**src/rtl/race_lane_arbiter_pkg.sv**
```systemverilog
// Shared definitions for the race-track lane arbiter: FSM encodings and parameter defaults.
// Latency: none (definitions only).
// Backpressure: none (definitions only).
package race_lane_arbiter_pkg;

    typedef enum logic [1:0] {
        ST_IDLE    = 2'd0,
        ST_RUN     = 2'd1,
        ST_RELEASE = 2'd2,
        ST_ACK     = 2'd3
    } state_t;

    localparam int DEF_N_LANES        = 4;
    localparam int DEF_TIMEOUT_CYCLES = 64;

    // Index width for a lane number; a single-lane build still needs one bit.
    function automatic int ptr_width(input int n);
        return (n > 1) ? $clog2(n) : 1;
    endfunction

endpackage

```
**src/rtl/race_lane_arbiter_rr_pick.sv**
```systemverilog
// Round-robin picker: first set request at or after ptr, wrapping modulo N.
// Latency: purely combinational.
// Backpressure: none; valid is low when no request is set.
module rr_pick
    import race_lane_arbiter_pkg::*;
#(
    parameter int N = DEF_N_LANES,
    parameter int W = ptr_width(DEF_N_LANES)
) (
    input  logic [N-1:0] req,
    input  logic [W-1:0] ptr,
    output logic [W-1:0] winner,
    output logic         valid
);

    localparam logic [W:0] N_EXT = (W+1)'(N);

    logic [2*N-1:0] dbl;
    logic [N-1:0]   rot;
    logic [W-1:0]   offs;
    logic [W:0]     sum;

    // Rotate so ptr sits at bit 0, take the lowest set bit, then rotate the index back.
    always_comb begin
        dbl   = {req, req} >> ptr;
        rot   = dbl[N-1:0];
        valid = |req;
        offs  = '0;
        for (int k = N - 1; k >= 0; k--) begin
            if (rot[k]) begin
                offs = W'(k);
            end
        end
        sum = {1'b0, ptr} + {1'b0, offs};
        if (sum >= N_EXT) begin
            sum = sum - N_EXT;
        end
        winner = sum[W-1:0];
    end

endmodule

```
**src/rtl/race_lane_arbiter.sv**
```systemverilog
// Round-robin arbiter sharing one start/done race track among N_LANES lanes; RACE_TIMEOUT_EN adds a RUN watchdog.
// Latency: grant/start one cycle after req is sampled in IDLE; ack one cycle after done falls (or watchdog expiry).
// Backpressure: lanes hold req until ack; stale done in IDLE blocks new grants; requests are not latched while busy.
module race_lane_arbiter
    import race_lane_arbiter_pkg::*;
#(
    parameter int N_LANES        = DEF_N_LANES,
    parameter int TIMEOUT_CYCLES = DEF_TIMEOUT_CYCLES
) (
    input  logic               clk,
    input  logic               rst,
    input  logic [N_LANES-1:0] req,
    output logic [N_LANES-1:0] grant,
    output logic [N_LANES-1:0] ack,
    output logic               start,
    input  logic               done,
    output logic               busy,
    output logic               timeout
);

    localparam int PTR_W = ptr_width(N_LANES);
    localparam logic [PTR_W:0] N_EXT = (PTR_W+1)'(N_LANES);

    if (N_LANES < 1 || N_LANES > 16 || TIMEOUT_CYCLES < 1) begin : g_bad_cfg
        $error("race_lane_arbiter: N_LANES must be 1..16 and TIMEOUT_CYCLES >= 1");
    end

    state_t             state_q, state_d;
    logic [N_LANES-1:0] grant_q, grant_d;
    logic [N_LANES-1:0] ack_q, ack_d;
    logic               start_q, start_d;
    logic [PTR_W-1:0]   ptr_q, ptr_d;
    logic [PTR_W-1:0]   win_q, win_d;
    logic [PTR_W-1:0]   pick_idx;
    logic               pick_vld;
    logic [PTR_W:0]     win_inc;
    logic [PTR_W-1:0]   ptr_nxt;

`ifdef RACE_TIMEOUT_EN
    localparam int CNT_W = $clog2(TIMEOUT_CYCLES + 1);
    localparam logic [CNT_W-1:0] CNT_LAST = CNT_W'(TIMEOUT_CYCLES - 1);

    logic [CNT_W-1:0] cnt_q, cnt_d;
    logic             timeout_q, timeout_d;
`endif

    rr_pick #(.N(N_LANES), .W(PTR_W)) u_pick (
        .req    (req),
        .ptr    (ptr_q),
        .winner (pick_idx),
        .valid  (pick_vld)
    );

    // Pointer moves to the lane just after the one that finished its race.
    assign win_inc = {1'b0, win_q} + 1'b1;
    assign ptr_nxt = (win_inc >= N_EXT) ? '0 : win_inc[PTR_W-1:0];

    // Next-state and output logic for the grant / four-phase start-done / ack sequence.
    always_comb begin
        state_d = state_q;
        grant_d = grant_q;
        ack_d   = '0;
        start_d = start_q;
        ptr_d   = ptr_q;
        win_d   = win_q;
`ifdef RACE_TIMEOUT_EN
        cnt_d     = cnt_q;
        timeout_d = 1'b0;
`endif
        case (state_q)
            ST_IDLE: begin
                // A done left high by the track must clear before a new race starts.
                if (pick_vld && !done) begin
                    win_d   = pick_idx;
                    grant_d = N_LANES'(1) << pick_idx;
                    start_d = 1'b1;
                    state_d = ST_RUN;
`ifdef RACE_TIMEOUT_EN
                    cnt_d   = '0;
`endif
                end
            end
            ST_RUN: begin
                // done is checked first so it wins over a watchdog expiry on the same edge.
                if (done) begin
                    start_d = 1'b0;
                    state_d = ST_RELEASE;
                end
`ifdef RACE_TIMEOUT_EN
                else if (cnt_q == CNT_LAST) begin
                    start_d   = 1'b0;
                    ack_d     = grant_q;
                    timeout_d = 1'b1;
                    grant_d   = '0;
                    ptr_d     = ptr_nxt;
                    state_d   = ST_ACK;
                end else begin
                    cnt_d = cnt_q + 1'b1;
                end
`endif
            end
            ST_RELEASE: begin
                if (!done) begin
                    ack_d   = grant_q;
                    grant_d = '0;
                    ptr_d   = ptr_nxt;
                    state_d = ST_ACK;
                end
            end
            ST_ACK: begin
                // Requests are ignored here so the acked lane has an edge to drop req.
                state_d = ST_IDLE;
            end
            default: begin
                state_d = ST_IDLE;
            end
        endcase
    end

    // State registers with synchronous active-low reset.
    always_ff @(posedge clk) begin
        if (!rst) begin
            state_q <= ST_IDLE;
            grant_q <= '0;
            ack_q   <= '0;
            start_q <= 1'b0;
            ptr_q   <= '0;
            win_q   <= '0;
        end else begin
            state_q <= state_d;
            grant_q <= grant_d;
            ack_q   <= ack_d;
            start_q <= start_d;
            ptr_q   <= ptr_d;
            win_q   <= win_d;
        end
    end

`ifdef RACE_TIMEOUT_EN
    // Watchdog counter and timeout pulse register.
    always_ff @(posedge clk) begin
        if (!rst) begin
            cnt_q     <= '0;
            timeout_q <= 1'b0;
        end else begin
            cnt_q     <= cnt_d;
            timeout_q <= timeout_d;
        end
    end

    assign timeout = timeout_q;
`else
    assign timeout = 1'b0;
`endif

    assign grant = grant_q;
    assign ack   = ack_q;
    assign start = start_q;
    assign busy  = (state_q != ST_IDLE);

endmodule

```
**config.mk**
```make
export PLATFORM = sky130hd
export DESIGN_NAME = race_lane_arbiter
export DESIGN_NICKNAME = d
export VERILOG_FILES = /design/src/rtl/race_lane_arbiter_pkg.sv /design/src/rtl/race_lane_arbiter_rr_pick.sv /design/src/rtl/race_lane_arbiter.sv
export SDC_FILE = /design/constraint.sdc
export NUM_CORES = 1
export LEC_CHECK = 0
export CELL_PAD_IN_SITES_DETAIL_PLACEMENT = 1
export CELL_PAD_IN_SITES_GLOBAL_PLACEMENT = 1
export CORE_ASPECT_RATIO = 0.8
export CORE_MARGIN = 1
export CORE_UTILIZATION = 34
export CTS_CLUSTER_SIZE = 40
export DETAILED_ROUTE_END_ITERATION = 7
export PLACE_DENSITY = 0.77
export SETUP_SLACK_MARGIN = 0.4
export SLEW_MARGIN = 5
export SYNTH_ARGS = -nofsm -noshare
export SYNTH_HDL_FRONTEND = slang
export SYNTH_SLANG_ARGS = --single-unit
```
**constraint.sdc**
```tcl
create_clock -name clk -period 2 [get_ports clk]
set_input_delay 0.2 -clock clk [delete_from_list [all_inputs] [get_ports clk]]
set_output_delay 0.2 -clock clk [all_outputs]
set_load 0.03 [all_outputs]
```
* Yosys cells after proc, flatten, opt, wreduce, memory -nomap -nowiden
Cells that the tools add are included.
Cells by class: reductions and logical operators 13, magnitude comparators 2, shift operators 2, multiplexer cells 16, bitwise logic cells 3, add/sub/neg operators 3, eq/ne operators 6
Operator list (count):
- $mux W2 | 9
- $reduce_and A3 Y1 | 3
- $mux W4 | 2
- $pmux W2 S4 | 1
- $pmux W4 S2 | 1
- $shr A8 B2 Y4 | 1
- $ge A3 B3 Y1 const B | 2
- $ne A2 B2 Y1 const B | 3
- $reduce_bool A2 Y1 | 3
- $eq A2 B2 Y1 const B | 2
- $reduce_and A2 Y1 | 2
- $reduce_or A4 Y1 | 1
- $shl A1 B2 Y4 const A | 1
- $add A2 B1 Y3 const B | 1
- $add A2 B2 Y3 | 1
- $not A1 Y1 | 3
- $reduce_or A3 Y1 | 1
- $eq A2 B1 Y1 const B | 1
- $logic_not A2 Y1 | 1
- $mux W1 | 2
- $pmux W1 S2 | 1
- $sub A2 B1 Y2 const B | 1
- $logic_and A1 B1 Y1 | 1
- $logic_not A1 Y1 | 1
Storage, ports and cells: logic and storage cells 51, output and inout port bits 11, register bits 15, input bits 7

* Logic depth before layout (Yosys ltp)
Gate-level depths: netlist of run 1.
word-level depth 11, mapped depth 10, mapped depth without buffers 9

* Modules after synthesis
A second synthesis of run 1 with hierarchy kept.
Second synthesis, totals: cells, all modules 101, area, all modules 877.1 um^2
Modules (own cells, without submodules):
- race_lane_arbiter | area an instance 698.2 um^2, seq. area each 300.3 um^2, instances 1, cells each 74
- rr_pick | area an instance 178.9 um^2, seq. area each 0.0 um^2, instances 1, cells each 27

* Least setup slack after synthesis of run 1
OpenSTA, ideal clock, no wires.
kind register -> register, from register ptr_q[0], to register grant_q[0] (netlist: grant[0]), path buffers 1, clock period less this slack 2021 ps, stages on the path, launching flop included 9, required time 1938 ps, arrival 1959 ps, library setup time 62 ps, slack -21 ps, path through dfxtp_1 > clkbuf_1 > or4_2 > o2111ai_1 > ha_1 > nand3b_1 > nor2_1 > nand3_1 > nand3_1
Between the ends: longest elaborated chain between the ends 11, elaborated cells between the ends (all ways) 12, those cells by class add/sub (2); order compare (1); shift (2); mux (7)
Ends and longest elaborated chain:
- start: declaration | line race_lane_arbiter.sv:32 | logic [PTR_W-1:0] ptr_q, ptr_d;
- start signal: assignment | line race_lane_arbiter.sv:134 | ptr_q <= ptr_d;
- $shr A8 B2 Y4 | line race_lane_arbiter_rr_pick.sv:25 | dbl = {req, req} >> ptr;
- $mux W2 (4 in a row) | line race_lane_arbiter_rr_pick.sv:30 | if (rot[k]) begin
- $add A2 B2 Y3 (*) | line race_lane_arbiter_rr_pick.sv:34 | sum = {1'b0, ptr} + {1'b0, offs};
- $ge A3 B3 Y1 or $sub A2 B1 Y2 (tied branches) | line race_lane_arbiter_rr_pick.sv:35, race_lane_arbiter_rr_pick.sv:36
- $mux W2 (*) | line race_lane_arbiter_rr_pick.sv:35 | if (sum >= N_EXT) begin
- named net pick_idx[0] | line race_lane_arbiter.sv:34 | logic [PTR_W-1:0] pick_idx;
- $shl A1 B2 Y4 (*) | line race_lane_arbiter.sv:75 | grant_d = N_LANES'(1) << pick_idx;
- $mux W4 (*) | line race_lane_arbiter.sv:73 | if (pick_vld && !done) begin
- $pmux W4 S2 (*) | line race_lane_arbiter.sv:70 | case (state_q)
- end signal: assignment | line race_lane_arbiter.sv:131 | grant_q <= grant_d;
- end: declaration | line race_lane_arbiter.sv:29 | logic [N_LANES-1:0] grant_q, grant_d;
The timed path passes the listed nets; every way through them passes the cells marked *. The select of a mux whose other input is x is not followed. A chain may end at the register's enable or synchronous reset.

* Worst setup path in the final report of run 1
from register ptr_q[0], to register grant_q[2] (netlist: grant[2])
Same word-level chain as after synthesis.

==> flow_metrics.env, run 1 <==
export IMPL_outcome="finished clean"
export IMPL_pwr_density_cell_nw_per_um2=858.5
export IMPL_ant_nets=0
export IMPL_cts_tree="done"
export IMPL_h_tree_depth=1
export IMPL_synth_area_top_cells="dfxtp_1 32%, ha_1 7.9%, nand3_1 6.9%"
export IMPL_syn2layout_area_growth_pct=43.05
export IMPL_wire_per_inst_um=15.41
export IMPL_crit_type="register to register"
export IMPL_tightest_slew_ps=567.6
export IMPL_synth_edff_count=0
export IMPL_synth_ff_type="dfxtp_1"
export IMPL_yosysWarnings=0
export IMPL_clk_latency_ps=270
export IMPL_drt_iter0_drc=16
export IMPL_synth_most_common_cell="dfxtp_1"
export IMPL_ctsLongestPathBuffers=2
export IMPL_r2r_end="grant[2]"
export IMPL_ys_ff_latch=15
export IMPL_finalHoldViolCount=0
export IMPL_place_hpwl_um=2066
export IMPL_yosys_top_cells_count="15 x dfxtp_1, 13 x nand3_1, 13 x nor2_1"
export IMPL_clock_sinks=15
export IMPL_grt_start_max_net_pins=15
export IMPL_skew_ps=4.708
export IMPL_rsz0062_at_grt="true"
export IMPL_syn_area_per_cell_um2=8.434
export IMPL_period_minus_slack_ps=1825
export IMPL_final_nets=154
export IMPL_placeableCoreArea_um2=2542
export IMPL_yosysTopAreaCellShare_pct=31.79
export IMPL_reg2reg_depth=7
export IMPL_cts_buffers=3
export IMPL_antenna_cells=0
export IMPL_endpoint_kind="register"
export IMPL_grt_antenna_before_repair=0
export IMPL_grt_pass1_vias=994
export IMPL_grt_pass1_wl_um=4774
export IMPL_maxCapViolCount=0
export IMPL_crit_path_start_kind="register"
export IMPL_fp_dieW_um=60.93
export IMPL_gp_congestion=0.7568
export IMPL_synth_sequential_area_ratio_pct=31.79
export IMPL_start_util_pct=37.16
export IMPL_gr_total_overflow=0
export IMPL_cts_root_buf="clkbuf_4"
export IMPL_ioPinCount=18
export IMPL_synth_async_sr_flop_share_pct=0
export IMPL_relSlewSlack_pct=62.16
export IMPL_post_route_drc_count=0
export IMPL_arrival_ps=2040
export IMPL_fp_row_count=16
export IMPL_grt_usage_pct=21.33
export IMPL_clkTransAtPathRegs_ps=90
export IMPL_reg2reg_from="ptr_q[0]"
export IMPL_p_leak_nw=0.5312
export IMPL_dieArea_um2=2994
export IMPL_hold_path_class="register to register"
export IMPL_crit_path_max_fanout=6
export IMPL_startpoint="ptr_q[0]"
export IMPL_first_pass_iters=4
export IMPL_fmax_ghz=0.5479
export IMPL_timing_final_crit_share_pct=91.25
export IMPL_die_h_um=49.15
export IMPL_setup_tns_ps=0
export IMPL_synth_cell_type_count=36
export IMPL_setup_viol=0
export IMPL_via_count=916
export IMPL_r2r_slack_ps=170
export IMPL_cp_required_ps=2220
export IMPL_syn_num_nets=125
export IMPL_synthCells=112
export IMPL_via_per_inst=5.205
export IMPL_routed_wl_um=2713
export IMPL_fin_util_pct=53.15
export IMPL_crit_path_end="grant[2]"
export IMPL_irDropWorstVdd_v=0.0003850
export IMPL_port_buffers=16
export IMPL_syn_area_um2=944.7
export IMPL_drv_slew=0
export IMPL_drive_gt1_share_pct=33.57
export IMPL_worstHoldStart="grant[1]"
export IMPL_yosys_area_top_type="dfxtp_1"
-- how the worst min path moves through the flow --
stage | slack (ps) | end | cells past startpoint
finish | 510 | grant[1] | 2
global route | 520 | ack[2] | 1
CTS | 510 | grant[2] | 2
detailed placement | 490 | grant[2] | 2
global placement | 480 | state_q[0] | 2
floorplan | 350 | state_q[1] | 2
-- worst max-delay path, stage by stage, from the launching register on --
cell       delay, ps
dfxtp_4          380
or4_4            500
o2111ai_4         90
ha_4             240
nand3b_1         200
nor2_2           140
nand3_1          100
nand3_1          100
-- logic make-up after synthesis --
kind of cell / Yosys count / share of synthesized area, %
DFF: 15 / 31.79
adders and majority gates: 6 / 7.947
buffers and inverters: 8 / 4.371
muxes: 3 / 3.179
other: 1 / 0.3970
xor gates and xnor gates: 2 / 1.855
AOI/OAI and AO/OA: 21 / 17.35
and+or+nand+nor: 56 / 33.11
-- layer usage --
layer	global-route usage, %	part of all wire [%]
met1	28.31	51
met2	34.43	46
met3	5.305	2.1
met4	4.924	1.0
met5	0	0
-- area by class of cell --
type / count / area (um^2)
timing repair buffer: 29 / 260.3
sequential: 15 / 304.0
inverter: 3 / 11.26
tap: 36 / 45.04
clock buffer: 4 / 26.28
fill: 313 / 1191
multi-input combinational: 89 / 704.4
-- cells in the final DEF, fill, tap and decap left out, types with 2 or more instances in the layout --
master	netlist	layout
nor2b_2	0	2
buf_6	1	2
mux2i_1	3	3
nor2b_1	7	5
nor2_2	2	7
nor2_1	13	8
clkdlybuf4s50_1	0	10
o32a_2	2	2
o21ai_1	2	6
or4_4	1	2
buf_4	1	11
o21ai_0	9	4
clkbuf_4	0	4
dfxtp_1	15	14
nand3_1	13	13
nand2_1	8	7
dlygate4sd2_1	0	4
inv_1	3	2
ha_1	6	4
and3_1	4	4
-- sequential cells by signal, indices dropped and copies added, names as in the netlist --
signal and count:
ptr_q 2, state_q 2, win_q 2, grant 4
ack 4, start 1
-- where the power goes --
part	leakage [nW]	internal [W]	switching, W
Clock	0.0150	0.0000772	0.0000906
Sequential	0.123	0.000353	0.0000460
Combinational	0.393	0.000263	0.000330
-- what timing repair did --
item | in CTS | in global routing
setup endpoints to repair | 10 | 11
pin swaps | 9 | 5
setup buffers | 3 | 0
hold buffers | 0 | 0
gates resized for setup | 19 | 14
-- metrics by stage --
stage	worst slack, ps	total power [W]	std cells	hold slack, ps	area [um^2]
after floorplan	210.7	0.0007717	112	346.8	983.4
after CTS	181.2	0.001146	176	509.0	1318
after global placement	-118.3	0.0009212	169	477.0	1222
after global routing	111.4	0.001250	176	515.1	1351
after detailed placement	-237.2	0.0009482	169	487.6	1222
final	174.9	0.001160	176	505.7	1351
Power figures use the tool's default switching activity.
==> run 2: changes to the inputs <==
--- a/config.mk
+++ b/config.mk
@@ -9,10 +9,11 @@
 export CELL_PAD_IN_SITES_GLOBAL_PLACEMENT = 1
 export CORE_ASPECT_RATIO = 0.8
 export CORE_MARGIN = 1
-export CORE_UTILIZATION = 34
+export CORE_UTILIZATION = 35
 export CTS_CLUSTER_SIZE = 40
 export DETAILED_ROUTE_END_ITERATION = 7
-export PLACE_DENSITY = 0.77
+export DONT_BUFFER_PORTS = 1
+export PLACE_DENSITY = 0.67
 export SETUP_SLACK_MARGIN = 0.4
 export SLEW_MARGIN = 5
 export SYNTH_ARGS = -nofsm -noshare
==> run 2 against run 1 <==
Clock skew rose by 0.69 ps. Cell count fell by 13%. Setup slack improved by 40 ps. Critical path depth did not move. Register-to-register slack improved by 40 ps. Routed wire length fell by 15%. Sequential share of layout area rose by 5.1 points. Sequential cell count did not move. Worst hold slack got worse by 480 ps. Die area fell by 2.8%. Power fell by 6.6%. Highest routed layer unchanged.
==> flow_metrics.env, run 2 (same netlist as run 1, synthesis figures left out) <==
export IMPL_outcome="finished clean"
export IMPL_min_to="start"
export IMPL_syn2layout_area_growth_pct=17.75
export IMPL_maxCapViolCount=0
export IMPL_dieArea_um2=2912
export IMPL_layout_commonest_cell="nand3_1"
export IMPL_pwr_density_cell_nw_per_um2=974.2
export IMPL_h_tree_depth=1
export IMPL_ioPinCount=18
export IMPL_skew_ps=5.397
export IMPL_port_buffers=0
export IMPL_wire_per_inst_um=14.95
export IMPL_ctsLongestPathBuffers=2
export IMPL_clock_sinks=15
export IMPL_cp_required_ps=2230
export IMPL_gr_total_overflow=0
export IMPL_fmax_ghz=0.5603
export IMPL_setup_tns_ps=0
export IMPL_via_per_inst=5.331
export IMPL_final_cell_mix="13 x nand3_1, 12 x dfxtp_1, 9 x nor2_1"
export IMPL_die_h_um=48.47
export IMPL_hold_path_class="input port to register"
export IMPL_gp_congestion=0.7536
export IMPL_worstHoldStart="rst"
export IMPL_r2r_slack_ps=220
export IMPL_first_pass_iters=4
export IMPL_cts_tree="done"
export IMPL_crit_path_start_kind="register"
export IMPL_setup_viol=0
export IMPL_reg2reg_depth=7
export IMPL_placeableCoreArea_um2=2502
export IMPL_start_util_pct=37.75
export IMPL_arrival_ps=2010
export IMPL_ant_nets=0
export IMPL_grt_start_max_net_pins=16
export IMPL_holdPathStages=1
export IMPL_r2r_end="grant[0]"
export IMPL_timing_final_crit_share_pct=89.24
export IMPL_dp_cells=146
export IMPL_finalHoldViolCount=0
export IMPL_p_leak_nw=0.4268
export IMPL_cts_buffers=3
export IMPL_routed_wl_um=2302
export IMPL_period_minus_slack_ps=1785
export IMPL_grt_usage_pct=18.16
export IMPL_drive_gt1_share_pct=29.66
export IMPL_dpl_cell_area_um2=1010
export IMPL_drt_iter0_drc=12
export IMPL_grt_antenna_before_repair=0
export IMPL_grt_pass1_wl_um=3960
export IMPL_clk_latency_ps=290
export IMPL_finalPower_w=0.001084
export IMPL_final_nets=132
export IMPL_crit_type="register to register"
export IMPL_fin_cells=154
export IMPL_reg2reg_from="ptr_q[0]"
export IMPL_drv_slew=0
export IMPL_via_count=821
export IMPL_cts_root_buf="clkbuf_4"
export IMPL_fin_area_um2=1112
export IMPL_fp_dieW_um=60.09
export IMPL_post_route_drc_count=0
export IMPL_clkTransAtPathRegs_ps=90
export IMPL_fp_row_count=16
export IMPL_irDropWorstVdd_v=0.0005205
export IMPL_antenna_cells=0
export IMPL_endpoint_kind="register"
export IMPL_rsz0062_at_grt="true"
export IMPL_place_hpwl_um=1673
export IMPL_grt_pass1_vias=840
export IMPL_ctsHoldBuffers=0
export IMPL_crit_path_max_fanout=7
==> run 2: metrics by stage <==
step	hold WS [ps]	util [%]	setup slack [ps]
6_report	24.76	44.45	215.2
2_1_floorplan	346.8	-	210.7
3_5_place_dp	326.8	40.35	144.6
3_3_place_gp	324.7	40.35	233.9
4_1_cts	16.75	43.70	201.5
5_1_grt	11.19	44.45	126.0
==> run 2: metal layers <==
metal / global-route usage [%] / vias to the layer above / wire length, um
li1: - / 411 / -
met1: 25.00 / 392 / 1145
met2: 27.59 / 16 / 1030
met3: 6.952 / 2 / 117
met4: 2.326 / 0 / 8
met5: 0 / - / 0
==> run 2: worst max-delay path by stage <==
stage,start,end,cells past startpoint
global route,ptr_q[0],grant[0],7
finish,ptr_q[0],grant[0],7
detailed placement,ptr_q[0],grant[0],7
CTS,ptr_q[0],grant[0],7
global placement,ptr_q[0],grant[0],7
floorplan,ptr_q[0],grant[2],8
==> run 2: what timing repair did <==
action	CTS	global route
pin swaps	4	2
resized for setup	6	7
setup endpoints to repair	6	7
buffers inserted	4	0
==> run 2: worst max-delay path, stage by stage, from the launching register on <==
cell	delay [ps]
dfxtp_4	380
or4_4	480
o2111ai_2	110
ha_4	240
nand3b_1	210
nor2_2	130
nand3_1	80
nand3_1	90
==> run 2: cell type report <==
| type | instances | area, um^2 |
|---|---|---|
| fill | 302 | 1390 |
| sequential | 15 | 306.5 |
| clock inverter | 1 | 5.005 |
| inverter | 3 | 11.26 |
| multi-input combinational | 89 | 665.6 |
| clock buffer | 3 | 22.52 |
| tap | 36 | 45.04 |
| timing repair buffer | 7 | 56.30 |
==> run 2: power by group <==
group	total (W)	leakage (nW)	switching (W)	internal, W
Combinational	0.000459	0.285	0.000249	0.000210
Sequential	0.000449	0.124	0.0000927	0.000357
Clock	0.000176	0.0177	0.000101	0.0000744
